### src/rtl/mc_controller_pkg.sv
// Shared definitions for the multi-cycle main controller: state encodings,
// opcode/func constants, instruction classes and datapath select codes.
package mc_controller_pkg;

  typedef enum logic [2:0] {
    S_FETCH  = 3'd0,
    S_DECODE = 3'd1,
    S_EXEC   = 3'd2,
    S_MEM    = 3'd3,
    S_WB     = 3'd4,
    S_MDWAIT = 3'd5
  } state_t;

  localparam logic [5:0] OP_RTYPE = 6'b000000;
  localparam logic [5:0] OP_LW    = 6'b100011;
  localparam logic [5:0] OP_SW    = 6'b101011;
  localparam logic [5:0] OP_BEQ   = 6'b000100;
  localparam logic [5:0] OP_BLEZ  = 6'b000110;
  localparam logic [5:0] OP_LUI   = 6'b001111;
  localparam logic [5:0] OP_ORI   = 6'b001101;
  localparam logic [5:0] OP_JAL   = 6'b000011;

  localparam logic [5:0] FN_ADDU  = 6'b100001;
  localparam logic [5:0] FN_SUBU  = 6'b100011;
  localparam logic [5:0] FN_JR    = 6'b001000;
  localparam logic [5:0] FN_MULT  = 6'b011000;
  localparam logic [5:0] FN_DIV   = 6'b011010;
  localparam logic [5:0] FN_MFHI  = 6'b010000;
  localparam logic [5:0] FN_MFLO  = 6'b010010;

  typedef enum logic [3:0] {
    IC_ILLEGAL, IC_ADDU, IC_SUBU, IC_ORI, IC_LUI, IC_LW, IC_SW, IC_BEQ,
    IC_BLEZ, IC_JR, IC_JAL, IC_MULT, IC_DIV, IC_MFHI, IC_MFLO
  } iclass_t;

  localparam logic [2:0] ALU_ADD  = 3'b010;
  localparam logic [2:0] ALU_SUB  = 3'b011;
  localparam logic [2:0] ALU_OR   = 3'b001;
  localparam logic [2:0] ALU_NONE = 3'b111;

  localparam logic [1:0] RD_RT = 2'b00;
  localparam logic [1:0] RD_RD = 2'b01;
  localparam logic [1:0] RD_RA = 2'b10;

  localparam logic [1:0] M2R_ALU = 2'b00;
  localparam logic [1:0] M2R_LUI = 2'b01;
  localparam logic [1:0] M2R_MEM = 2'b10;
  localparam logic [1:0] M2R_PC4 = 2'b11;

  localparam logic [1:0] NPC_SEQ = 2'b00;
  localparam logic [1:0] NPC_BR  = 2'b01;
  localparam logic [1:0] NPC_J   = 2'b10;
  localparam logic [1:0] NPC_RS  = 2'b11;

  localparam logic [1:0] MD_NONE = 2'b00;
  localparam logic [1:0] MD_MULT = 2'b01;
  localparam logic [1:0] MD_DIV  = 2'b10;

  localparam logic [1:0] HL_NONE = 2'b00;
  localparam logic [1:0] HL_HI   = 2'b10;
  localparam logic [1:0] HL_LO   = 2'b01;

  // R-type results are written to rd; everything else that writes back uses rt
  function automatic logic is_rtype(input iclass_t c);
    return (c == IC_ADDU) || (c == IC_SUBU) || (c == IC_MFHI) || (c == IC_MFLO);
  endfunction

endpackage

### src/rtl/mc_decode.sv
// Combinational op/func classification into an instruction class.
// mult/div/mfhi/mflo are only recognised when MC_MULTDIV_EN is defined.
module mc_decode
  import mc_controller_pkg::*;
(
  input  logic [5:0] op,
  input  logic [5:0] func,
  output iclass_t    iclass
);

  always_comb begin
    iclass = IC_ILLEGAL;
    case (op)
      OP_RTYPE: begin
        case (func)
          FN_ADDU: iclass = IC_ADDU;
          FN_SUBU: iclass = IC_SUBU;
          FN_JR:   iclass = IC_JR;
`ifdef MC_MULTDIV_EN
          FN_MULT: iclass = IC_MULT;
          FN_DIV:  iclass = IC_DIV;
          FN_MFHI: iclass = IC_MFHI;
          FN_MFLO: iclass = IC_MFLO;
`endif
          default: iclass = IC_ILLEGAL;
        endcase
      end
      OP_LW:   iclass = IC_LW;
      OP_SW:   iclass = IC_SW;
      OP_BEQ:  iclass = IC_BEQ;
      OP_BLEZ: iclass = IC_BLEZ;
      OP_LUI:  iclass = IC_LUI;
      OP_ORI:  iclass = IC_ORI;
      OP_JAL:  iclass = IC_JAL;
      default: iclass = IC_ILLEGAL;
    endcase
  end

endmodule

### src/rtl/mc_controller.sv
// Multi-cycle main controller: FETCH/DECODE/EXEC/MEM/WB sequencing with a
// memory handshake. MC_MULTDIV_EN enables mult/div busy-waiting and hi/lo reads.
module mc_controller
  import mc_controller_pkg::*;
#(
  parameter int MULT_CYCLES = 5,
  parameter int DIV_CYCLES  = 10
) (
  input  logic       clk,
  input  logic       reset,
  input  logic [5:0] op,
  input  logic [5:0] func,
  input  logic       mem_ack,
  input  logic       zero,
  input  logic       lez,
  output logic       PCWrite,
  output logic       IRWrite,
  output logic       RegWrite,
  output logic       MemRead,
  output logic       MemWrite,
  output logic       ALUSrc,
  output logic       ExtOp,
  output logic [1:0] RegDst,
  output logic [1:0] MemtoReg,
  output logic [2:0] ALUCtrl,
  output logic [1:0] NPCSel,
  output logic [1:0] MDOp,
  output logic [1:0] HiLoRd,
  output logic       illegal,
  output logic [2:0] state
);

  if (MULT_CYCLES < 1 || MULT_CYCLES > 15 || DIV_CYCLES < 1 || DIV_CYCLES > 15) begin : g_bad_cycles
    $error("mc_controller: MULT_CYCLES/DIV_CYCLES must be in 1..15");
  end

  state_t  state_q, state_d;
  iclass_t iclass;

  mc_decode u_decode (
    .op     (op),
    .func   (func),
    .iclass (iclass)
  );

  always_ff @(posedge clk or posedge reset) begin
    if (reset) state_q <= S_FETCH;
    else       state_q <= state_d;
  end

  assign state = state_q;

`ifdef MC_MULTDIV_EN
  logic [3:0] md_count;
  logic       md_load;
  logic [3:0] md_load_val;

  // Busy counter: loaded on the EXEC that issues mult/div, saturates at zero
  always_ff @(posedge clk or posedge reset) begin
    if (reset)                                         md_count <= '0;
    else if (md_load)                                  md_count <= md_load_val;
    else if (state_q == S_MDWAIT && md_count != 4'd0)  md_count <= md_count - 4'd1;
  end
`else
  assign MDOp   = MD_NONE;
  assign HiLoRd = HL_NONE;
`endif

  always_comb begin
    state_d  = S_FETCH;
    PCWrite  = 1'b0;
    IRWrite  = 1'b0;
    RegWrite = 1'b0;
    MemRead  = 1'b0;
    MemWrite = 1'b0;
    ALUSrc   = 1'b0;
    ExtOp    = 1'b0;
    RegDst   = RD_RT;
    MemtoReg = M2R_ALU;
    ALUCtrl  = 3'b000;
    NPCSel   = NPC_SEQ;
    illegal  = 1'b0;
`ifdef MC_MULTDIV_EN
    MDOp        = MD_NONE;
    HiLoRd      = HL_NONE;
    md_load     = 1'b0;
    md_load_val = '0;
`endif

    case (state_q)
      S_FETCH: begin
        MemRead = 1'b1;
        if (mem_ack) begin
          IRWrite = 1'b1;
          PCWrite = 1'b1;
          NPCSel  = NPC_SEQ;
          state_d = S_DECODE;
        end else begin
          state_d = S_FETCH;
        end
      end

      // jal completes here by linking PC+4 into $31 while jumping
      S_DECODE: begin
        if (iclass == IC_JAL) begin
          RegWrite = 1'b1;
          RegDst   = RD_RA;
          MemtoReg = M2R_PC4;
          PCWrite  = 1'b1;
          NPCSel   = NPC_J;
          state_d  = S_FETCH;
        end else if (iclass == IC_ILLEGAL) begin
          illegal = 1'b1;
          state_d = S_FETCH;
        end else begin
          state_d = S_EXEC;
        end
      end

      S_EXEC: begin
        case (iclass)
          IC_ADDU: begin ALUCtrl = ALU_ADD; state_d = S_WB; end
          IC_SUBU: begin ALUCtrl = ALU_SUB; state_d = S_WB; end
          IC_ORI: begin
            ALUSrc  = 1'b1;
            ExtOp   = 1'b1;
            ALUCtrl = ALU_OR;
            state_d = S_WB;
          end
          IC_LUI: state_d = S_WB;
          IC_LW, IC_SW: begin
            ALUSrc  = 1'b1;
            ALUCtrl = ALU_ADD;
            state_d = S_MEM;
          end
          IC_BEQ: begin
            ALUCtrl = ALU_SUB;
            PCWrite = zero;
            NPCSel  = NPC_BR;
          end
          IC_BLEZ: begin
            PCWrite = lez;
            NPCSel  = NPC_BR;
          end
          IC_JR: begin
            PCWrite = 1'b1;
            NPCSel  = NPC_RS;
          end
`ifdef MC_MULTDIV_EN
          IC_MULT: begin
            MDOp        = MD_MULT;
            md_load     = 1'b1;
            md_load_val = 4'(MULT_CYCLES - 1);
            state_d     = S_MDWAIT;
          end
          IC_DIV: begin
            MDOp        = MD_DIV;
            md_load     = 1'b1;
            md_load_val = 4'(DIV_CYCLES - 1);
            state_d     = S_MDWAIT;
          end
          IC_MFHI, IC_MFLO: state_d = S_WB;
`endif
          default: state_d = S_FETCH;
        endcase
      end

      S_MEM: begin
        if (iclass == IC_LW) begin
          MemRead = 1'b1;
          state_d = mem_ack ? S_WB : S_MEM;
        end else if (iclass == IC_SW) begin
          MemWrite = 1'b1;
          state_d  = mem_ack ? S_FETCH : S_MEM;
        end else begin
          state_d = S_FETCH;
        end
      end

      S_WB: begin
        RegWrite = 1'b1;
        RegDst   = is_rtype(iclass) ? RD_RD : RD_RT;
        if (iclass == IC_LW)       MemtoReg = M2R_MEM;
        else if (iclass == IC_LUI) MemtoReg = M2R_LUI;
`ifdef MC_MULTDIV_EN
        if (iclass == IC_MFHI)      HiLoRd = HL_HI;
        else if (iclass == IC_MFLO) HiLoRd = HL_LO;
`endif
        state_d = S_FETCH;
      end

`ifdef MC_MULTDIV_EN
      S_MDWAIT: state_d = (md_count == 4'd0) ? S_FETCH : S_MDWAIT;
`endif

      default: state_d = S_FETCH;
    endcase

    // Reset silences the datapath so an aborted instruction cannot write anything
    if (reset) begin
      PCWrite  = 1'b0;
      IRWrite  = 1'b0;
      RegWrite = 1'b0;
      MemRead  = 1'b0;
      MemWrite = 1'b0;
      ALUSrc   = 1'b0;
      ExtOp    = 1'b0;
      RegDst   = RD_RT;
      MemtoReg = M2R_ALU;
      ALUCtrl  = 3'b000;
      NPCSel   = NPC_SEQ;
      illegal  = 1'b0;
`ifdef MC_MULTDIV_EN
      MDOp     = MD_NONE;
      HiLoRd   = HL_NONE;
`endif
    end
  end

endmodule

### config.mk
export PLATFORM = sky130hd
export DESIGN_NAME = mc_controller
export DESIGN_NICKNAME = d
export VERILOG_FILES = /design/src/rtl/mc_controller_pkg.sv /design/src/rtl/mc_decode.sv /design/src/rtl/mc_controller.sv
export SDC_FILE = /design/constraint.sdc
export NUM_CORES = 1
export LEC_CHECK = 0
export ABC_AREA = 1
export CELL_PAD_IN_SITES_DETAIL_PLACEMENT = 0
export CELL_PAD_IN_SITES_GLOBAL_PLACEMENT = 2
export CORE_MARGIN = 3
export CORE_UTILIZATION = 16
export CTS_BUF_LIST = sky130_fd_sc_hd__clkbuf_4 sky130_fd_sc_hd__clkbuf_8
export CTS_CLUSTER_DIAMETER = 30
export DETAILED_ROUTE_END_ITERATION = 10
export PLACE_DENSITY = 0.81
export SLEW_MARGIN = 15
export SYNTH_ARGS = -nofsm -noshare
export SYNTH_HDL_FRONTEND = slang
export SYNTH_SLANG_ARGS = --single-unit
### constraint.sdc
create_clock -name clk -period 1.2 [get_ports clk]
set_input_delay 0.12 -clock clk [delete_from_list [all_inputs] [get_ports clk]]
set_output_delay 0.12 -clock clk [all_outputs]
set_load 0.02 [all_outputs]
==> impl_metrics.toml <==
[run_status]
status = "finished, violations left"
violations = "negative setup slack"

[synth]
syn_avg_cell_area_um2 = 5.47
netlist_area_um2 = 744
seq_area_frac_synth = 0.101
yosys-top-cells-area = "nand2_1 14%, nand3_1 13%, inv_1 12%"
synth_top_area_frac = 0.136
async_flop_share = 1.00
synth_edf_count = 0
yosysMostFrequentCell = "nand2_1"
ys_seq_elements = 3
yosys.area.top_type = "nand2_1"
yosys-top-cells-count = "27 x nand2_1, 23 x inv_1, 23 x nor2_1, 19 x nand3_1"
ys_warn_count = 0
synthFlopType = "dfrtp_1"
synthDistinctLibCells = 25
syn-instance-count = 136

[routing]
drc = 0
num_vias = 1172
wl_per_cell_um = 11.1
drt_wl_total_um = 3160
firstDrtPassIters = 4
drt_iter0_drc = 27
vias_per_cell = 4.13
drtAntennaViolNets = 0

[worst_setup_path]
r2r_slack_ps = -210
ff2ff_path_depth = 8
r2r_start = "state[1]"
crit_required_ps = 1080
path_class = "register to output pin"
start_kind = "register"
arrival_ps = 1560
r2r_end = "state[0]"
crit_fanout = 3
end_kind = "output pin"

[sta]
drv_slew = 0
max_freq_mhz = 594
fin_crit_ps = 1680
fin_skew_ps = 1.27
fin_crit_sh = 1.40
hold_viol = 0
setup_ws_ps = -483
hold_slack_ps = 490
rsz0062_at_grt = "true"
finalSetupViolCount = 18

[grt]
overflow = 0
antenna_found_initial = 0
grt_max_degree = 7
gr-usage-all-layers = 0.109
grt_pass1_wl_um = 4810
grt_pass1_vias = 1119

[die]
die_y_um = 74.2
ios = 41
core_um2 = 4410
num_rows = 24
dieArea_um2 = 5510
fp.dieW_um = 74.2
initial_core_util = 0.169

[finish]
fin_nets = 250
n_fill_cell = 455
largest_reg_flops = 3
syn_to_final_growth_pct = 162
drive_gt1_frac = 0.711
regArea_um2 = 78.8
n_antenna_cell = 0
fin_util = 0.442
multi_input_comb_area_um2 = 875

[placed_design]
gp_congestion = 0.858
io_buffers = 35
place_hpwl_um = 2380

[hold_path]
hold_class = "input pin to async pin"

[clock_tree]
clock_latency_ps = 210
clk_pin_slew_ps = 30
cts_inserted_buffers = 3
cts_tree = "built"
clock_path_buffers = 2
clock-root-buffer = "clkbuf_8"
clkSinkCount = 3
htree_levels = 1

[pwr]
p_leak_nw = 1.05
ir_worst_vdd_v = 0.000227
powerDensity_nw_per_um2 = 447

[job]
max_cap_viol_count = 0
-- cell usage in the layout, fill, tap and decap left out, types with 2 or more instances in the layout --
cell             count
conb_1               5
inv_4                2
clkbuf_8             3
nor2_2               5
inv_2                7
a21oi_4              2
nand3_4              6
nor2_1               9
nand3_2              9
nand2_4              3
nor3_4               2
nand2_2              9
nand4_1              3
nand3_1              7
buf_4               50
a21oi_2              2
buf_6               25
nand2_1             17
clkbuf_2            12
nor3_2               2
inv_1               19
clkdlybuf4s50_1      4
dfrtp_2              3
nor2_4              15
-- report_power, final --
part / internal [W] / total (W) / switching (W)
clock network: 0.000249 / 0.000313 / 0.0000646
logic: 0.000213 / 0.000440 / 0.000226
registers: 0.000108 / 0.000118 / 0.00000983
total: 0.000570 / 0.000871 / 0.000301
-- how the worst max path moves through the flow --
stage | endpoint | depth (start not counted) | startpoint
after floorplan | MemtoReg[0] | 5 | state[1]
after global placement | illegal | 9 | op[3]
after detailed placement | illegal | 9 | op[3]
after CTS | MemtoReg[1] | 7 | state[0]
after global routing | MemtoReg[1] | 6 | state[1]
final | RegDst[1] | 6 | state[1]
-- metrics by stage --
step | setup WS (ps) | std cells | power, W | cell area [um^2] | TNS (ps)
finish | -483 | 284 | 0.000871 | 1950 | -7020
global route | -592 | 284 | 0.000924 | 1950 | -8480
CTS | -485 | 276 | 0.000816 | 1780 | -6750
detailed placement | -1100 | 262 | 0.000450 | 1520 | -17150
global placement | -1090 | 262 | 0.000450 | 1520 | -17260
floorplan | -326 | 140 | 0.000273 | 840 | -2440
-- routing by layer --
layer  share of wire  vias to the layer above  GRT usage
li1                -                      615          -
met5               0                        -          0
met1            0.40                      526      0.137
met4          0.0044                        0     0.0237
met2            0.54                       28      0.198
met3           0.047                        3     0.0149
-- worst max-delay path, stage by stage (launching register included) --
cell,delay (ps)
dfrtp_2,420
nor3_4,270
nand4_4,140
nor2_4,190
buf_4,130
buf_6,80
buf_6,100
-- logic make-up after synthesis --
logic type / after synthesis / share of synthesized area
flops: 3 / 0.101
compound gates: 10 / 0.0941
other cells: 1 / 0.00504
buf+inv: 33 / 0.192
simple gates: 89 / 0.608
-- what timing repair did --
item	in CTS	in global routing
resized for setup	152	65
gates cloned	0	0
hold buffers	0	0
pin swaps	24	24
endpoints found under the setup margin	22	21
buffers inserted	10	9
-- layout make-up --
| cell class | instances | area share |
|---|---|---|
| multi-input cells | 104 | 0.449 |
| repair buffers | 93 | 0.396 |
| inverters | 28 | 0.0565 |
| flip-flops and latches | 3 | 0.0404 |
| well taps | 52 | 0.0334 |
| clock buffers | 4 | 0.0250 |
Power figures use the tool's default switching activity.
